`src/rtl/uart_pkg.sv`:
```
// Shared UART definitions for the debug-link transmit and receive paths.
package uart_pkg;

    localparam logic [13:0] UART_BAUD_DIV_115200 = 14'd433;

    typedef enum logic [1:0] {
        StIdle,
        StStart,
        StData,
        StStop
    } uart_rx_state_t;

    // Start-bit centre offset: integer half of the bit-period divider.
    function automatic logic [13:0] uart_half_div(input logic [13:0] div);
        return {1'b0, div[13:1]};
    endfunction

endpackage

```
`src/rtl/uart_rx_path.sv`:
```
// 8N1 UART receiver: synchronises the line, validates the start bit and
// samples each bit at its centre, strobing good bytes and framing errors.
module uart_rx_path
    import uart_pkg::*;
#(
    parameter logic [13:0] BAUD_DIV = UART_BAUD_DIV_115200
) (
    input  logic       clk_i,
    input  logic       rst_i,
    input  logic       uart_rx_i,
    output logic [7:0] uart_rx_data_o,
    output logic       uart_rx_done_o,
    output logic       uart_rx_err_o,
    output logic       uart_rx_busy_o
);

    localparam logic [13:0] HALF_DIV = uart_half_div(BAUD_DIV);

    uart_rx_state_t state_q, state_d;

    logic        rx_s1_q, rx_s_q, rx_d_q;
    logic [13:0] baud_cnt_q, baud_cnt_d;
    logic [2:0]  bit_cnt_q, bit_cnt_d;
    logic [7:0]  shift_q, shift_d;
    logic [7:0]  data_q, data_d;
    logic        done_q, done_d;
    logic        err_q, err_d;
    logic [1:0]  warm_q, warm_d;
    logic        armed_q, armed_d;
    logic        fall;

    always_ff @(posedge clk_i) begin
        if (rst_i) begin
            rx_s1_q    <= 1'b1;
            rx_s_q     <= 1'b1;
            rx_d_q     <= 1'b1;
            state_q    <= StIdle;
            baud_cnt_q <= '0;
            bit_cnt_q  <= '0;
            shift_q    <= '0;
            data_q     <= '0;
            done_q     <= 1'b0;
            err_q      <= 1'b0;
            warm_q     <= '0;
            armed_q    <= 1'b0;
        end else begin
            rx_s1_q    <= uart_rx_i;
            rx_s_q     <= rx_s1_q;
            rx_d_q     <= rx_s_q;
            state_q    <= state_d;
            baud_cnt_q <= baud_cnt_d;
            bit_cnt_q  <= bit_cnt_d;
            shift_q    <= shift_d;
            data_q     <= data_d;
            done_q     <= done_d;
            err_q      <= err_d;
            warm_q     <= warm_d;
            armed_q    <= armed_d;
        end
    end

    // The sync flops hold reset values for three cycles; only arm edge
    // detection once the line has genuinely been seen idle-high, so a line
    // held low through reset cannot fake a start edge.
    always_comb begin
        warm_d  = (warm_q == 2'd3) ? warm_q : warm_q + 2'd1;
        armed_d = armed_q | ((warm_q == 2'd3) & rx_s_q & rx_d_q);
        fall    = armed_q & ~rx_s_q & rx_d_q;
    end

    always_comb begin
        state_d    = state_q;
        baud_cnt_d = baud_cnt_q;
        bit_cnt_d  = bit_cnt_q;
        shift_d    = shift_q;
        data_d     = data_q;
        done_d     = 1'b0;
        err_d      = 1'b0;

        unique case (state_q)
            StIdle: begin
                baud_cnt_d = '0;
                if (fall) begin
                    state_d = StStart;
                end
            end
            StStart: begin
                if (baud_cnt_q == HALF_DIV) begin
                    baud_cnt_d = '0;
                    if (!rx_s_q) begin
                        state_d   = StData;
                        bit_cnt_d = '0;
                    end else begin
                        state_d = StIdle;
                    end
                end else begin
                    baud_cnt_d = baud_cnt_q + 14'd1;
                end
            end
            StData: begin
                if (baud_cnt_q == BAUD_DIV) begin
                    baud_cnt_d = '0;
                    shift_d    = {rx_s_q, shift_q[7:1]};
                    bit_cnt_d  = bit_cnt_q + 3'd1;
                    if (bit_cnt_q == 3'd7) begin
                        state_d = StStop;
                    end
                end else begin
                    baud_cnt_d = baud_cnt_q + 14'd1;
                end
            end
            StStop: begin
                // Leave at the stop-bit centre so a back-to-back start edge is caught.
                if (baud_cnt_q == BAUD_DIV) begin
                    baud_cnt_d = '0;
                    state_d    = StIdle;
                    if (rx_s_q) begin
                        data_d = shift_q;
                        done_d = 1'b1;
                    end else begin
                        err_d = 1'b1;
                    end
                end else begin
                    baud_cnt_d = baud_cnt_q + 14'd1;
                end
            end
            default: begin
                state_d    = StIdle;
                baud_cnt_d = '0;
            end
        endcase
    end

    assign uart_rx_data_o = data_q;
    assign uart_rx_done_o = done_q;
    assign uart_rx_err_o  = err_q;
    assign uart_rx_busy_o = (state_q != StIdle);

    a_strobe_excl: assert property (@(posedge clk_i) disable iff (rst_i)
        !(done_q && err_q));
    a_strobe_gap: assert property (@(posedge clk_i) disable iff (rst_i)
        (done_q || err_q) |=> !(done_q || err_q));

endmodule

```
`config.mk`:
```
export PLATFORM = sky130hd
export DESIGN_NAME = uart_rx_path
export DESIGN_NICKNAME = d
export VERILOG_FILES = /design/src/rtl/uart_pkg.sv /design/src/rtl/uart_rx_path.sv
export SDC_FILE = /design/constraint.sdc
export NUM_CORES = 1
export LEC_CHECK = 0
export CAP_MARGIN = 30
export CELL_PAD_IN_SITES_DETAIL_PLACEMENT = 2
export CELL_PAD_IN_SITES_GLOBAL_PLACEMENT = 2
export CORE_UTILIZATION = 36
export DETAILED_ROUTE_END_ITERATION = 7
export GPL_ROUTABILITY_DRIVEN = 0
export GPL_TIMING_DRIVEN = 1
export PLACE_DENSITY_LB_ADDON = 0.08
export SYNTH_ARGS = -nofsm -noshare
export SYNTH_HDL_FRONTEND = slang
export SYNTH_SLANG_ARGS = --single-unit
```
`constraint.sdc`:
```
create_clock -name clk_i -period 1.9 [get_ports clk_i]
set_input_delay 0.38 -clock clk_i [delete_from_list [all_inputs] [get_ports clk_i]]
set_output_delay 0.38 -clock clk_i [all_outputs]
set_load 0.02 [all_outputs]
```
=== Word-level counts from Yosys, hierarchy flattened ===
Cells that the tools add are included.

* Reductions and logical operators: 9
* Bitwise gates (word level): 8
* Multiplexer cells: 16
* Equality and inequality tests: 13
* Add/sub/neg operators: 3

{| class="wikitable"
|+ Operators by type and width
! cell !! number
|-
| $pmux 14 s3 || 1
|-
| $mux 14 || 2
|-
| $add 14x1->14 const B || 1
|-
| $eq 14x8->1 const B || 1
|-
| $eq 14x9->1 const B || 1
|-
| $mux 2 || 6
|-
| $ne 2x2->1 const B || 6
|-
| $mux 3 || 3
|-
| $pmux 2 s4 || 1
|-
| $eq 2x2->1 const B || 3
|-
| $pmux 3 s2 || 1
|-
| $reduce_and 5->1 || 1
|-
| $and 1x1->1 || 4
|-
| $reduce_and 4->1 || 1
|-
| $reduce_bool 2->1 || 2
|-
| $add 3x1->3 const B || 1
|-
| $eq 3x3->1 const B || 1
|-
| $not 1->1 || 3
|-
| $reduce_and 3->1 || 1
|-
| $reduce_or 3->1 || 1
|-
| $add 2x1->2 const B || 1
|-
| $eq 2x1->1 const B || 1
|-
| $logic_not 2->1 || 1
|-
| $mux 1 || 2
|-
| other kinds (3) || 3
|}

* Register bits after elaboration: 43
* Output and inout port bits: 11
* Input port bits: 3
* Word-level logic and storage cells: 61

=== Depth between registers and ports, before layout ===
* Depth in word-level cells: 5
* Depth in mapped cells: 7
* Gate-level depth less buffers: 6

=== Least setup slack after synthesis ===
No wires, ideal clock.

* Path type: register to register
* From: register baud_cnt_q[0]
* To: register state_q[0]
* Data arrival time: 1505 ps
* Stages on the path, launching flop included: 8
* Required time: 1771 ps
* Path slack: 266 ps
* Buffers on the path: 1
* Setup time: 129 ps
* Clock period less this slack: 1634 ps
* Cell sequence: dfxtp_1 inv_1 ha_1 nor4bb_1 nand4_2 a22oi_2 buf_4 o22ai_1

* Word-level cells in the longest chain between the ends: 3
* Elaborated cells on any way between the ends: 6
* Classes of those cells: eq/ne: 5; reduce/logical: 1

{| class="wikitable"
|+ Ends and longest elaborated chain
! item !! RTL line !! source
|-
| start, declared || uart_rx_path.sv:22 || <nowiki>logic [13:0] baud_cnt_q, baud_cnt_d;</nowiki>
|-
| start signal, assigned || uart_rx_path.sv:51 || <nowiki>baud_cnt_q <= baud_cnt_d;</nowiki>
|-
| $eq 14x9->1 / $eq 14x8->1 (equally long branches) || uart_rx_path.sv:101, uart_rx_path.sv:114, uart_rx_path.sv:88 ||
|-
| $ne 2x2->1 (no source line) || - ||
|-
| $reduce_and 5->1 (no source line) * || - ||
|-
| end signal, assigned || uart_rx_path.sv:37 || <nowiki>state_q <= StIdle;</nowiki>
|-
| end signal, assigned || uart_rx_path.sv:50 || <nowiki>state_q <= state_d;</nowiki>
|-
| end, declared || uart_rx_path.sv:19 || <nowiki>uart_rx_state_t state_q, state_d;</nowiki>
|}

Mark *: on every way between the ends. The rest lies on a longest branch, timed or not.
A chain may end at the register's enable or synchronous reset.

=== Worst setup path after layout ===
* From: register baud_cnt_q[2]
* To: register state_q[0]

Same word-level chain as after synthesis.

==> out/summary.log <==
qor: drt.via_count 1494
qor: clock_tree.post-cts-setup-buffers 0
qor: flow_run.max_cap_violations 0
qor: power_and_ir_drop.power.density_cell_area 747 mW/mm^2
qor: sta.period_needed 1.74 ns
qor: sta.max_slew_margin 72.0%
qor: synth.synth_async_sr_flop_share 0%
qor: clock_tree.path_clk_slew 0.08 ns
qor: setup_path.start_kind flip-flop
qor: power_and_ir_drop.vdd_drop_max 0.389 mV
qor: synth.synth_edf_count 0
qor: synth.sequential_element_share_of_the_synthesized_area 46.7%
qor: global_route.grt_util_all_layers 18.8%
qor: setup_path.cp_data_required_time 2.11 ns
qor: setup_path.timing.critical_path.depth 4
qor: layout.drive_gt1_share 10.8%
qor: clock_tree.holdBufCountCts 0
qor: drt.routed_via_density 5.34
qor: floorplanning.std_cell_rows 25
qor: floorplanning.floorplan.die.height 73.5 um
qor: synth.post_synth_instance_area 0.00184 mm^2
qor: synth.synth_ff_type sky130_fd_sc_hd__dfxtp_1
qor: setup_path.rr_worst_depth 4
qor: floorplanning.ios 14
qor: floorplanning.die_w 73.5 um
qor: setup_path.critical_path_peak_fanout 9
qor: layout.area_growth_syn_to_layout 18.0%
qor: clock_tree.cts_root_buffer sky130_fd_sc_hd__clkbuf_8
qor: floorplanning.start_util 38.2%
qor: global_route.number_of_global_route_vias_before_repair 1554
qor: synth.count_of_state_elements_after_synthesis 43
qor: setup_path.cp_data_arrival_time 1.95 ns
qor: setup_path.path_class flip-flop to flip-flop
qor: sta.slew_viol_final 0
qor: synth.post_synth_inst_count 197
qor: layout.final_common_cell sky130_fd_sc_hd__dfxtp_1
qor: synth.yosysTopAreaCellShare 46.7%
qor: drt.drt-initial-drc-count 19
qor: synth.synthDistinctLibCells 38
qor: layout.fin_nets 221
qor: clock_tree.cts_inserted_buffers 5
qor: sta.fmax 574 MHz
qor: synth.ys.warnings.count 0
qor: clock_tree.clock_path_buffers 2
qor: placement.detailedPlacementHpwl 3340 um
qor: sta.clock-skew-final 0.00645 ns
qor: synth.synth_area_per_cell 9.35 um^2
qor: setup_path.crit_chain nor4_4 -> and4_1 -> a41oi_1 -> o22ai_1
qor: setup_path.cp_slowest_cell sky130_fd_sc_hd__and4_1
qor: layout.number_of_diodes_added_for_antenna_fixing 0
qor: sta.max_slew.worst_pin.slew 0.418 ns
qor: synth.ys_top_cells_by_area sky130_fd_sc_hd__dfxtp_1, sky130_fd_sc_hd__mux2i_1, sky130_fd_sc_hd__ha_1, sky130_fd_sc_hd__xor2_1, sky130_fd_sc_hd__nand3_1
qor: setup_path.worst_setup_path_end_kind flip-flop
qor: drt.routed_wirelength 4580 um
qor: synth.netlist.top_cell.by_area sky130_fd_sc_hd__dfxtp_1
qor: layout.final_cell_mix sky130_fd_sc_hd__dfxtp_1, sky130_fd_sc_hd__nand3_1, sky130_fd_sc_hd__nor2_1, sky130_fd_sc_hd__nor3_1, sky130_fd_sc_hd__clkdlybuf4s50_1
qor: clock_tree.tritoncts_clock_tree done
qor: global_route.wire_length_of_the_first_global_routing_pass 7590 um
qor: global_route.grt_max_degree 23
qor: sta.grt_setup_unrepaired no
qor: sta.fin_hold_ws 0.424 ns
qor: sta.setup_viol 0
qor: clock_tree.clkSinkCount 43
qor: clock_tree.cts_resized 1
qor: min_path.hold_path_depth 1
qor: clock_tree.worst_skew_pair.late_latency 0.29 ns
qor: global_route.antenna_found_initial 0
qor: sta.timing_hold_violations_final 0
qor: global_route.gr-total-overflow 0
qor: drt.detail_route.drc_violations 0
qor: setup_path.path_buf_inv 0
qor: placement.port_buffers 13
qor: floorplanning.core_region_area 0.00482 mm^2
qor: sta.final_min_period_over_clock_period 91.8%
qor: drt.antenna_left 0
qor: setup_path.critPathTopFamily simple AND/OR/NAND/NOR gates
qor: layout.fin_util 45.1%
qor: synth.syn-num-nets 206
qor: setup_path.crit_path_max_incr_delay 0.51 ns
qor: power_and_ir_drop.power.leakage 0.849 nW
qor: outcome.run_status complete, no violations
qor: drt.final_routed_wire_length_divided_by_cell_count 16.4 um
qor: min_path.min_delay_path_class flip-flop to flip-flop
qor: clock_tree.cts_htree_levels 2
qor: drt.detail_route.first_pass.iterations 4
qor: sta.final.setup.tns 0 ns
qor: floorplanning.die_area 0.00541 mm^2
==> cells in the mapped netlist (2+ instances only) <==
cell,count
sky130_fd_sc_hd__a211oi_1,2
sky130_fd_sc_hd__mux2i_1,11
sky130_fd_sc_hd__and3_1,5
sky130_fd_sc_hd__nor2_1,13
sky130_fd_sc_hd__ha_1,6
sky130_fd_sc_hd__buf_2,4
sky130_fd_sc_hd__nand2_1,7
sky130_fd_sc_hd__and2_1,2
sky130_fd_sc_hd__a21oi_1,9
sky130_fd_sc_hd__xnor2_1,3
sky130_fd_sc_hd__and4_1,2
sky130_fd_sc_hd__nor3_1,13
sky130_fd_sc_hd__clkbuf_1,9
sky130_fd_sc_hd__o21ai_0,11
sky130_fd_sc_hd__nand3_1,13
sky130_fd_sc_hd__dfxtp_1,43
sky130_fd_sc_hd__nand4_1,8
sky130_fd_sc_hd__inv_1,4
sky130_fd_sc_hd__or3_1,3
sky130_fd_sc_hd__xor2_1,8
sky130_fd_sc_hd__or2_2,4
==> report_power, final <==
| part | switching [W] | internal [W] | total, W |
|---|---|---|---|
| Clock | 0.000308 | 0.000332 | 0.000640 |
| Sequential | 0.0000104 | 0.000915 | 0.000925 |
| Combinational | 0.0000336 | 0.0000252 | 0.0000587 |
==> cells by family after synthesis <==
logic type                 count (synthesis)  synth area share, %
AOI/OAI and AO/OA                         29                 9.24
xor gates and xnor gates                  11                 5.23
adders and majority gates                  6                 4.08
buffers and inverters                     18                 4.14
DFF                                       43                 46.7
muxes                                     11                 5.98
and+or+nand+nor                           79                 24.6
==> area by class of cell <==
type / count / area, um^2
Sequential cell: 43 / 861
Timing Repair Buffer: 22 / 209
Clock buffer: 8 / 100
Multi-Input combinational cell: 136 / 905
Fill cell: 545 / 2640
Tap cell: 67 / 83.8
Inverter: 4 / 15.0
==> worst paths after layout <==
path	start	endpoint	slack [ns]
worst max-delay path	baud_cnt_q[2]	state_q[0]	0.16
worst min-delay path	rx_s1_q	rx_s_q	0.42
worst max register to register	baud_cnt_q[2]	state_q[0]	0.16
worst min register to register	rx_s1_q	rx_s_q	0.42
==> metal layers <==
layer,GRT usage [%],routed length (um),vias up
met5,0,0,-
met4,5.77,59,0
met3,4.12,103,6
met2,32.7,2280,17
met1,23.2,2140,734
li1,-,-,737
==> through the flow <==
| stage | area, um^2 | worst slack [ns] | cells | power, W |
|---|---|---|---|---|
| floorplan | 1840 | 0.266 | 197 | 0.000985 |
| global placement | 2070 | 0.243 | 272 | 0.00100 |
| detailed placement | 2070 | 0.172 | 272 | 0.00101 |
| CTS | 2170 | 0.149 | 280 | 0.00165 |
| global route | 2170 | 0.0175 | 280 | 0.00169 |
| finish | 2170 | 0.156 | 280 | 0.00162 |
==> worst reg2reg max path: stages (launching register included) <==
cell                      delay (ns)
sky130_fd_sc_hd__dfxtp_1        0.38
sky130_fd_sc_hd__nor4_4         0.39
sky130_fd_sc_hd__and4_1         0.51
sky130_fd_sc_hd__a41oi_1        0.19
sky130_fd_sc_hd__o22ai_1        0.20
==> state kept, by name, indices dropped and copies added, names as in the netlist, named ones only <==
register        cells
rx_s_q              1
rx_s1_q             1
uart_rx_data_o      8
warm_q              2
uart_rx_err_o       1
rx_d_q              1
uart_rx_done_o      1
shift_q             8
state_q             1
baud_cnt_q         14
armed_q             1
bit_cnt_q           3
(Power assumes the default switching activity.)
